<file path="config.mk">
export PLATFORM = sky130hd
export DESIGN_NAME = usrt_tx
export DESIGN_NICKNAME = d
export VERILOG_FILES = /design/src/rtl/usrt_pkg.sv /design/src/rtl/usrt_baud_gen.sv /design/src/rtl/usrt_tx.sv
export SDC_FILE = /design/constraint.sdc
export NUM_CORES = 1
export LEC_CHECK = 0
export CAP_MARGIN = 20
export CORE_ASPECT_RATIO = 1.5
export CORE_UTILIZATION = 30
export DETAILED_ROUTE_END_ITERATION = 10
export DONT_BUFFER_PORTS = 1
export GPL_TIMING_DRIVEN = 0
export PLACE_DENSITY = 0.49
export SLEW_MARGIN = 20
export SYNTH_ARGS = -nofsm -noshare
export SYNTH_HDL_FRONTEND = slang
export SYNTH_HIERARCHICAL = 1
export SYNTH_SLANG_ARGS = --single-unit
</file>
<file path="constraint.sdc">
create_clock -name i_Pclk -period 2.9 [get_ports i_Pclk]
set_clock_uncertainty 0.1 [all_clocks]
set_input_delay 0.145 -clock i_Pclk [delete_from_list [all_inputs] [get_ports i_Pclk]]
set_output_delay 0.145 -clock i_Pclk [all_outputs]
set_load 0.005 [all_outputs]
</file>
<file path="src/rtl/usrt_pkg.sv">
// usrt_pkg: shared types and helpers for the USRT transmit path.
// Holds parity mode encodings, the transmit FSM state type and the
// bit-index width helper.
package usrt_pkg;

  localparam logic [1:0] PAR_NONE = 2'b00;
  localparam logic [1:0] PAR_EVEN = 2'b01;
  localparam logic [1:0] PAR_ODD  = 2'b10;

  typedef enum logic [2:0] {
    IDLE,
    START,
    DATA,
    PARITY,
    STOP
  } tx_state_e;

  // Width of a counter that indexes n payload bits (at least one bit).
  function automatic int bit_idx_width(input int n);
    return (n <= 2) ? 1 : $clog2(n);
  endfunction

  // Returns {parity_enable, parity_odd}; mode 2'b11 behaves as no parity.
  function automatic logic [1:0] par_decode(input logic [1:0] mode);
    case (mode)
      PAR_EVEN: return 2'b10;
      PAR_ODD:  return 2'b11;
      PAR_NONE: return 2'b00;
      default:  return 2'b00;
    endcase
  endfunction

endpackage

</file>
<file path="src/rtl/usrt_baud_gen.sv">
// usrt_baud_gen: bit-period timer for the USRT transmitter.
// One bit lasts 2*(i_div+1) cycles; o_Sclk is low for the first half and
// high for the second half. When not running the counter sits at zero and
// o_Sclk is held high, so nothing toggles between frames.
module usrt_baud_gen #(
  parameter int DIV_WIDTH = 8
) (
  input  logic                 i_Pclk,
  input  logic                 i_Reset,
  input  logic [DIV_WIDTH-1:0] i_div,
  input  logic                 i_run,
  input  logic                 i_clear,
  output logic                 o_bit_start,
  output logic                 o_bit_end,
  output logic                 o_Sclk
);

  // One extra bit so 2*DIV+1 fits even for an all-ones divider.
  logic [DIV_WIDTH:0] cnt_q, cnt_d;
  logic [DIV_WIDTH:0] cnt_last;

  assign cnt_last = {i_div, 1'b1};

  // Counter register with synchronous reset.
  always_ff @(posedge i_Pclk) begin
    if (i_Reset) cnt_q <= '0;
    else         cnt_q <= cnt_d;
  end

  // Count 0..P-1 while running, wrap at the end of each bit.
  always_comb begin
    cnt_d = cnt_q;
    if (i_clear || !i_run)       cnt_d = '0;
    else if (cnt_q == cnt_last)  cnt_d = '0;
    else                         cnt_d = cnt_q + 1'b1;
  end

  assign o_bit_start = i_run && (cnt_q == '0);
  assign o_bit_end   = i_run && (cnt_q == cnt_last);
  assign o_Sclk      = !i_run || (cnt_q > {1'b0, i_div});

endmodule

</file>
<file path="src/rtl/usrt_tx.sv">
// usrt_tx: USRT serial transmit engine.
// Accepts bytes over valid/ready and sends start / data (LSB first) /
// optional parity / stop, with o_Sclk for the link partner.
// Optional build macro USRT_TX_HOLD_EN adds a one-entry holding register so
// the next byte can be taken during a frame and sent with no idle gap.
module usrt_tx
  import usrt_pkg::*;
#(
  parameter int DATA_BITS = 8,
  parameter int DIV_WIDTH = 8
) (
  input  logic                 i_Pclk,
  input  logic                 i_Reset,
  input  logic                 i_Tx_Valid,
  input  logic [DATA_BITS-1:0] i_Tx_Data,
  output logic                 o_Tx_Ready,
  input  logic [DIV_WIDTH-1:0] i_Baud_Div,
  input  logic [1:0]           i_Parity,
  output logic                 o_Tx_Serial,
  output logic                 o_Sclk,
  output logic                 o_Tx_Busy
);

  localparam int IDX_W = bit_idx_width(DATA_BITS);

  tx_state_e              state_q, state_d;
  logic [DATA_BITS-1:0]   shift_q, shift_d;
  logic [IDX_W-1:0]       idx_q, idx_d;
  logic                   par_en_q, par_en_d;
  logic                   par_bit_q, par_bit_d;
  logic [DIV_WIDTH-1:0]   div_q, div_d;
  logic                   serial_q, serial_d;
  logic                   busy_q, busy_d;

  logic                   load;
  logic [DATA_BITS-1:0]   load_data;
  logic [1:0]             par_cfg;
  logic                   bit_end;
  logic                   last_data;
  // The serial register already updates on the bit_end edge, which is the
  // same edge a new bit starts, so the start pulse is not needed here.
  logic                   bit_start_unused;

  assign par_cfg   = par_decode(i_Parity);
  assign last_data = (idx_q == IDX_W'(DATA_BITS - 1));

`ifdef USRT_TX_HOLD_EN
  logic                 hold_full_q, hold_full_d;
  logic [DATA_BITS-1:0] hold_data_q, hold_data_d;
  logic                 accept;
  logic                 idle_next;

  assign o_Tx_Ready = !hold_full_q;
  assign accept     = i_Tx_Valid && !hold_full_q;
  assign idle_next  = (state_q == IDLE) || ((state_q == STOP) && bit_end);
  assign load       = idle_next && (hold_full_q || accept);
  assign load_data  = hold_full_q ? hold_data_q : i_Tx_Data;

  // Holding register flops.
  always_ff @(posedge i_Pclk) begin
    if (i_Reset) begin
      hold_full_q <= 1'b0;
      hold_data_q <= '0;
    end else begin
      hold_full_q <= hold_full_d;
      hold_data_q <= hold_data_d;
    end
  end

  // Park a byte accepted mid-frame; release it when the shifter loads it.
  always_comb begin
    hold_full_d = hold_full_q;
    hold_data_d = hold_data_q;
    if (load && hold_full_q) begin
      hold_full_d = 1'b0;
    end else if (accept && !load) begin
      hold_full_d = 1'b1;
      hold_data_d = i_Tx_Data;
    end
  end
`else
  assign o_Tx_Ready = !busy_q;
  assign load       = i_Tx_Valid && !busy_q;
  assign load_data  = i_Tx_Data;
`endif

  usrt_baud_gen #(
    .DIV_WIDTH (DIV_WIDTH)
  ) u_baud (
    .i_Pclk      (i_Pclk),
    .i_Reset     (i_Reset),
    .i_div       (div_q),
    .i_run       (busy_q),
    .i_clear     (load),
    .o_bit_start (bit_start_unused),
    .o_bit_end   (bit_end),
    .o_Sclk      (o_Sclk)
  );

  // State and datapath registers with synchronous reset.
  always_ff @(posedge i_Pclk) begin
    if (i_Reset) begin
      state_q   <= IDLE;
      shift_q   <= '0;
      idx_q     <= '0;
      par_en_q  <= 1'b0;
      par_bit_q <= 1'b0;
      div_q     <= '0;
      serial_q  <= 1'b1;
      busy_q    <= 1'b0;
    end else begin
      state_q   <= state_d;
      shift_q   <= shift_d;
      idx_q     <= idx_d;
      par_en_q  <= par_en_d;
      par_bit_q <= par_bit_d;
      div_q     <= div_d;
      serial_q  <= serial_d;
      busy_q    <= busy_d;
    end
  end

  // Next-state logic: every state except IDLE advances on bit_end.
  always_comb begin
    state_d = state_q;
    case (state_q)
      IDLE:   if (load) state_d = START;
      START:  if (bit_end) state_d = DATA;
      DATA:   if (bit_end && last_data) state_d = par_en_q ? PARITY : STOP;
      PARITY: if (bit_end) state_d = STOP;
      STOP: begin
        if (load)         state_d = START;
        else if (bit_end) state_d = IDLE;
      end
      default: state_d = IDLE;
    endcase
  end

  // Datapath/output logic: latch config on load, present the next bit on bit_end.
  always_comb begin
    shift_d   = shift_q;
    idx_d     = idx_q;
    par_en_d  = par_en_q;
    par_bit_d = par_bit_q;
    div_d     = div_q;
    serial_d  = serial_q;
    busy_d    = busy_q;
    if (load) begin
      shift_d   = load_data;
      idx_d     = '0;
      par_en_d  = par_cfg[1];
      par_bit_d = (^load_data) ^ par_cfg[0];
      div_d     = i_Baud_Div;
      serial_d  = 1'b0;
      busy_d    = 1'b1;
    end else if (bit_end) begin
      case (state_q)
        START: begin
          serial_d = shift_q[0];
          shift_d  = shift_q >> 1;
          idx_d    = '0;
        end
        DATA: begin
          if (last_data) begin
            serial_d = par_en_q ? par_bit_q : 1'b1;
          end else begin
            serial_d = shift_q[0];
            shift_d  = shift_q >> 1;
            idx_d    = idx_q + 1'b1;
          end
        end
        PARITY: serial_d = 1'b1;
        STOP: begin
          serial_d = 1'b1;
          busy_d   = 1'b0;
        end
        default: serial_d = 1'b1;
      endcase
    end
  end

  assign o_Tx_Serial = serial_q;
  assign o_Tx_Busy   = busy_q;

endmodule

</file>
Word-level counts from Yosys, hierarchy flattened
Cells that the tools add are included.

Register bits: 35. Latch bits: 0. Memory bits (writable): 0. Bits in read-only memories: 0. Input bits: 21. Output and inout bits: 4. Logic and storage cells: 69. Memories: 0.

$add $sub $neg: 2. Multipliers: 0. Div/mod/pow operators: 0. $lt $le $gt $ge: 1. Equality and inequality tests: 15. Shifts and indexed selects: 0. Multiplexer cells: 23. Bitwise logic cells: 1. Reductions and logical operators: 18.

Operator list (number): 3-bit two-way mux (8); 8-bit two-way mux (3); 8-bit one-hot mux with 2 select lines (1); 3-bit one-hot mux with 5 select lines (1); 9-bit by 1-bit adder with 9-bit output, second input constant (1); 9-bit == test (1); 9-bit by 8-bit > comparator with 1-bit output (1); 2-bit inequality test, second input constant (4); 8-bit parity (1); 1-bit two-way mux (7); 3-bit by 2-bit == test with 1-bit output, second input constant (2); 3-bit == test, second input constant (2); 3-bit by 2-bit inequality test with 1-bit output, second input constant (2); 3-bit one-hot mux with 2 select lines (1); 3-bit AND reduction (2); 2-bit nonzero test (3); 5-bit AND reduction (1); 2-bit one-hot mux with 2 select lines (1); 3-bit by 1-bit adder with 3-bit output, second input constant (1); 3-bit by 1-bit == test with 1-bit output, second input constant (1); 1-bit logical AND (3); 3-bit logical NOT (1); 3-bit nonzero test (1); 3-bit OR reduction (1); 9 further kinds (10).

Logic depth before layout (Yosys ltp)
Depth in word-level cells: 5. Depth in mapped cells: 10. Depth with buffers taken out: 8.

Hierarchy
Netlist, hierarchy kept.

Modules (own cells, without submodules): usrt_tx (times used 1, cells each 145, area each 1249.9 um^2, sequential area each 520.5 um^2); usrt_baud_gen (times used 1, cells each 86, area each 778.2 um^2, sequential area each 180.2 um^2).

Worst setup path before layout
No wires, ideal clock.

Path type: register to register. Start point: register u_baud.cnt_q[2]. End point: register shift_q[0]. Setup time: 0.086 ns. Arrival time: 1.904 ns. Required time: 2.714 ns. Path slack: 0.810 ns. Cell stages (with the launch flop): 11. Path buffers: 2. Clock period less this slack: 2.090 ns. Path through: dfxtp_1 -> buf_6 -> xnor2_4 -> nand3_2 -> nor4_1 -> and2_1 -> nor2b_1 -> o21ai_2 -> buf_6 -> mux2i_1 -> a211oi_1.

Cells in the longest elaborated chain, start to end: 4.

Ends and longest elaborated chain: start, declared (line usrt_baud_gen.sv:19) `logic [DIV_WIDTH:0] cnt_q, cnt_d;`; start signal, assigned (line usrt_baud_gen.sv:27) `else cnt_q <= cnt_d;`; 9-bit == test (line usrt_baud_gen.sv:39) `assign o_bit_end = i_run && (cnt_q == cnt_last);`; 1-bit logical AND (line usrt_baud_gen.sv:39); net bit_end (line usrt_tx.sv:38) `logic bit_end;`; 2-bit nonzero test (no source line); 3-bit AND reduction (no source line); end signal, assigned (line usrt_tx.sv:113) `shift_q <= shift_d;`; end, declared (line usrt_tx.sv:27) `logic [DATA_BITS-1:0] shift_q, shift_d;`.

The timed path passes the listed nets, and every way through them passes these cells. A chain may end at the register's enable or synchronous reset.

Final worst setup path
Ends and elaborated chain as after synthesis.

==> summary.txt <==
Setup path
  • CP Launch Type: flip-flop
  • Setup crit end kind: flip-flop
  • Arrival @ worst endpoint: 2550 ps
  • Required time of the worst setup path: approximately 3000 ps
  • Worst-path fanout max: 10
  • Critical path class: reg2reg

GRT
  • Met2 Use GR: 0.284
  • GRT Overall Usage: 0.154
  • Met3 Usage GRT: 0.0313
  • First-pass GRT wire length: 7920 µm
  • Largest net degree at the start of global routing: 11
  • Met1 GRT Util: 0.172
  • Remaining Overflow, GRT: 0
  • Initial antenna violation count: 0
  • Vias in the first global route: 1634
  • GR peak layer: met2

Route
  • DR WL/cell: 14.3 µm
  • Drt pass-1 iters: 4
  • DRT Wirelength: 4710 µm
  • Starting DRC count in detailed routing: 42
  • Via Count: roughly 1600
  • DRC: 0
  • Post-DRT Antenna Nets: 0
  • Vias/cell: 4.91

Floorplan
  • Row cnt: 36
  • Top-Level Pins: 25
  • Die X: 68.8 µm
  • Starting Density: 0.309
  • Die height: between 100 and 150 µm
  • Core outline area: 6490 µm²
  • Die ar.: around 7000 µm²

CTS
  • Clk_lat worst skew: ~280 ps
  • CTS tree: yes
  • Num CTS Buffers: 5
  • CTS Hold Bufs: 18
  • CTS root buffer: clkbuf_8
  • Clock-pin slew on the worst setup and hold paths: 70 ps
  • Clk sinks: 35
  • Setup bufs post-CTS: 0
  • Htree depth: 2
  • Total of cells resized after clock tree synthesis: 0
  • Clock tree buffer depth: 2

Run
  • Max-capacitance violation count: 0

Layout
  • Layout cell share with drive strength beyond 1: 0.0909
  • Commonest non-fill, non-tap cell in the layout: dfxtp_1
  • P&R area growth vs syn: 18.8%
  • Commonest cells after routing, fill and taps aside: 35 x dfxtp_1, 24 x nand2_1, 23 x nor2_1
  • Number of diodes: 0
  • Fin nets: 287
  • Fill cell count: 693

Pwr
  • Total power draw: approximately 0.0011 W
  • Pwr dens: 472 nW/µm²
  • Max IR drop VDD: about 0.00044 V
  • Cell leakage power: 0.946 nW

Timing
  • Final setup fails: 0
  • Setup TNS: 0 ps
  • RSZ-0062 raised after global routing: false
  • Final worst path period share: 0.847
  • Fin crit period: 2460 ps
  • Final hold vios: 0
  • FMAX: 407 MHz
  • Worst-Margin Slew: roughly 660 ps
  • Relative slew margins: 0.560
  • Final Max Tran Viols: 0

Synthesis
  • Mapped Area: 2010 µm²
  • Synth warn: 6
  • Mapped Cells: 228
  • Avg Synthesized Cell Area: about 8.8 µm²
  • Synth Net Count: 262

Placed design
  • Detail Placement HPWL: between 3000 and 4000 µm
  • Port buffer count: 0
  • GPL Wtd Cong: 0.775

Worst hold path
  • Hold WC Path Type: in2reg

Status
  • Outcome: finished clean
==> stage by stage <==
stage | instances | hold slack [ps] | area, µm² | setup slack [ps] | util
3_5_place_dp | 304 | 188 | 2100 | 483 | 0.324
6_report | 329 | 34.9 | 2380 | 443 | 0.367
3_3_place_gp | 304 | 184 | 2100 | 474 | 0.324
4_1_cts | 329 | 29.4 | 2380 | 446 | 0.367
5_1_grt | 329 | 55.7 | 2380 | 243 | 0.367
2_1_floorplan | 228 | 181 | 2010 | 812 | -
==> power by group <==
group | switching [W] | internal [W] | total, W
clock network | 0.000173 | 0.000252 | 0.000425
logic | 0.0000889 | 0.0000814 | 0.000170
registers | 0.0000229 | 0.000506 | 0.000529
total | 0.000285 | 0.000839 | 0.00112
==> per-layer routing <==
layer  share of wire  routed length [µm]  vias to the layer above
met5               0                   0                        -
met4           0.015                  70                        0
met3           0.029                 138                        7
met2            0.54                2540                       23
met1            0.42                1970                      750
li1                -                   -                      835
==> worst max-delay path: stages, from the launching register on <==
cell and delay [ps]:
dfxtp_1 330, buf_6 140, xnor2_4 170, nand3_2 130, nor4_1 310, and2_1 350
nor2b_1 230, o21ai_2 110, buf_6 160, mux2i_1 120, a211oi_1 220
==> registers in the layout (all words and copies together) (netlist names) <==
register	flops
o_Tx_Busy	1
par_en_q	1
idx_q	3
div_q	8
state_q	3
shift_q	8
o_Tx_Serial	1
par_bit_q	1
u_baud/cnt_q	9
==> path summary, 6_finish.rpt <==
path,slack [ps],endpoint,cells past startpoint,startpoint
hold / removal,30,par_en_q$_SDFFE_PP0P_,3,i_Parity[0]
setup reg to reg,440,shift_q[0]$_SDFFE_PP0P_,10,u_baud/cnt_q[2]$_SDFF_PP0_
setup / recovery,440,shift_q[0]$_SDFFE_PP0P_,10,u_baud/cnt_q[2]$_SDFF_PP0_
hold reg to reg,380,shift_q[7]$_SDFFE_PP0P_,2,shift_q[7]$_SDFFE_PP0P_
==> area by class of cell <==
cell class,count,area (µm²),area share
multi-input cells,168,1190,0.498
flip-flops and latches,35,701,0.294
repair buffers,18,180,0.0756
well taps,76,95.1,0.0399
clock buffers,6,72.6,0.0304
plain buffers,11,66.3,0.0278
inverters,14,52.6,0.0220
clock inverters,1,30.0,0.0126
Power figures use the tool's default switching activity.
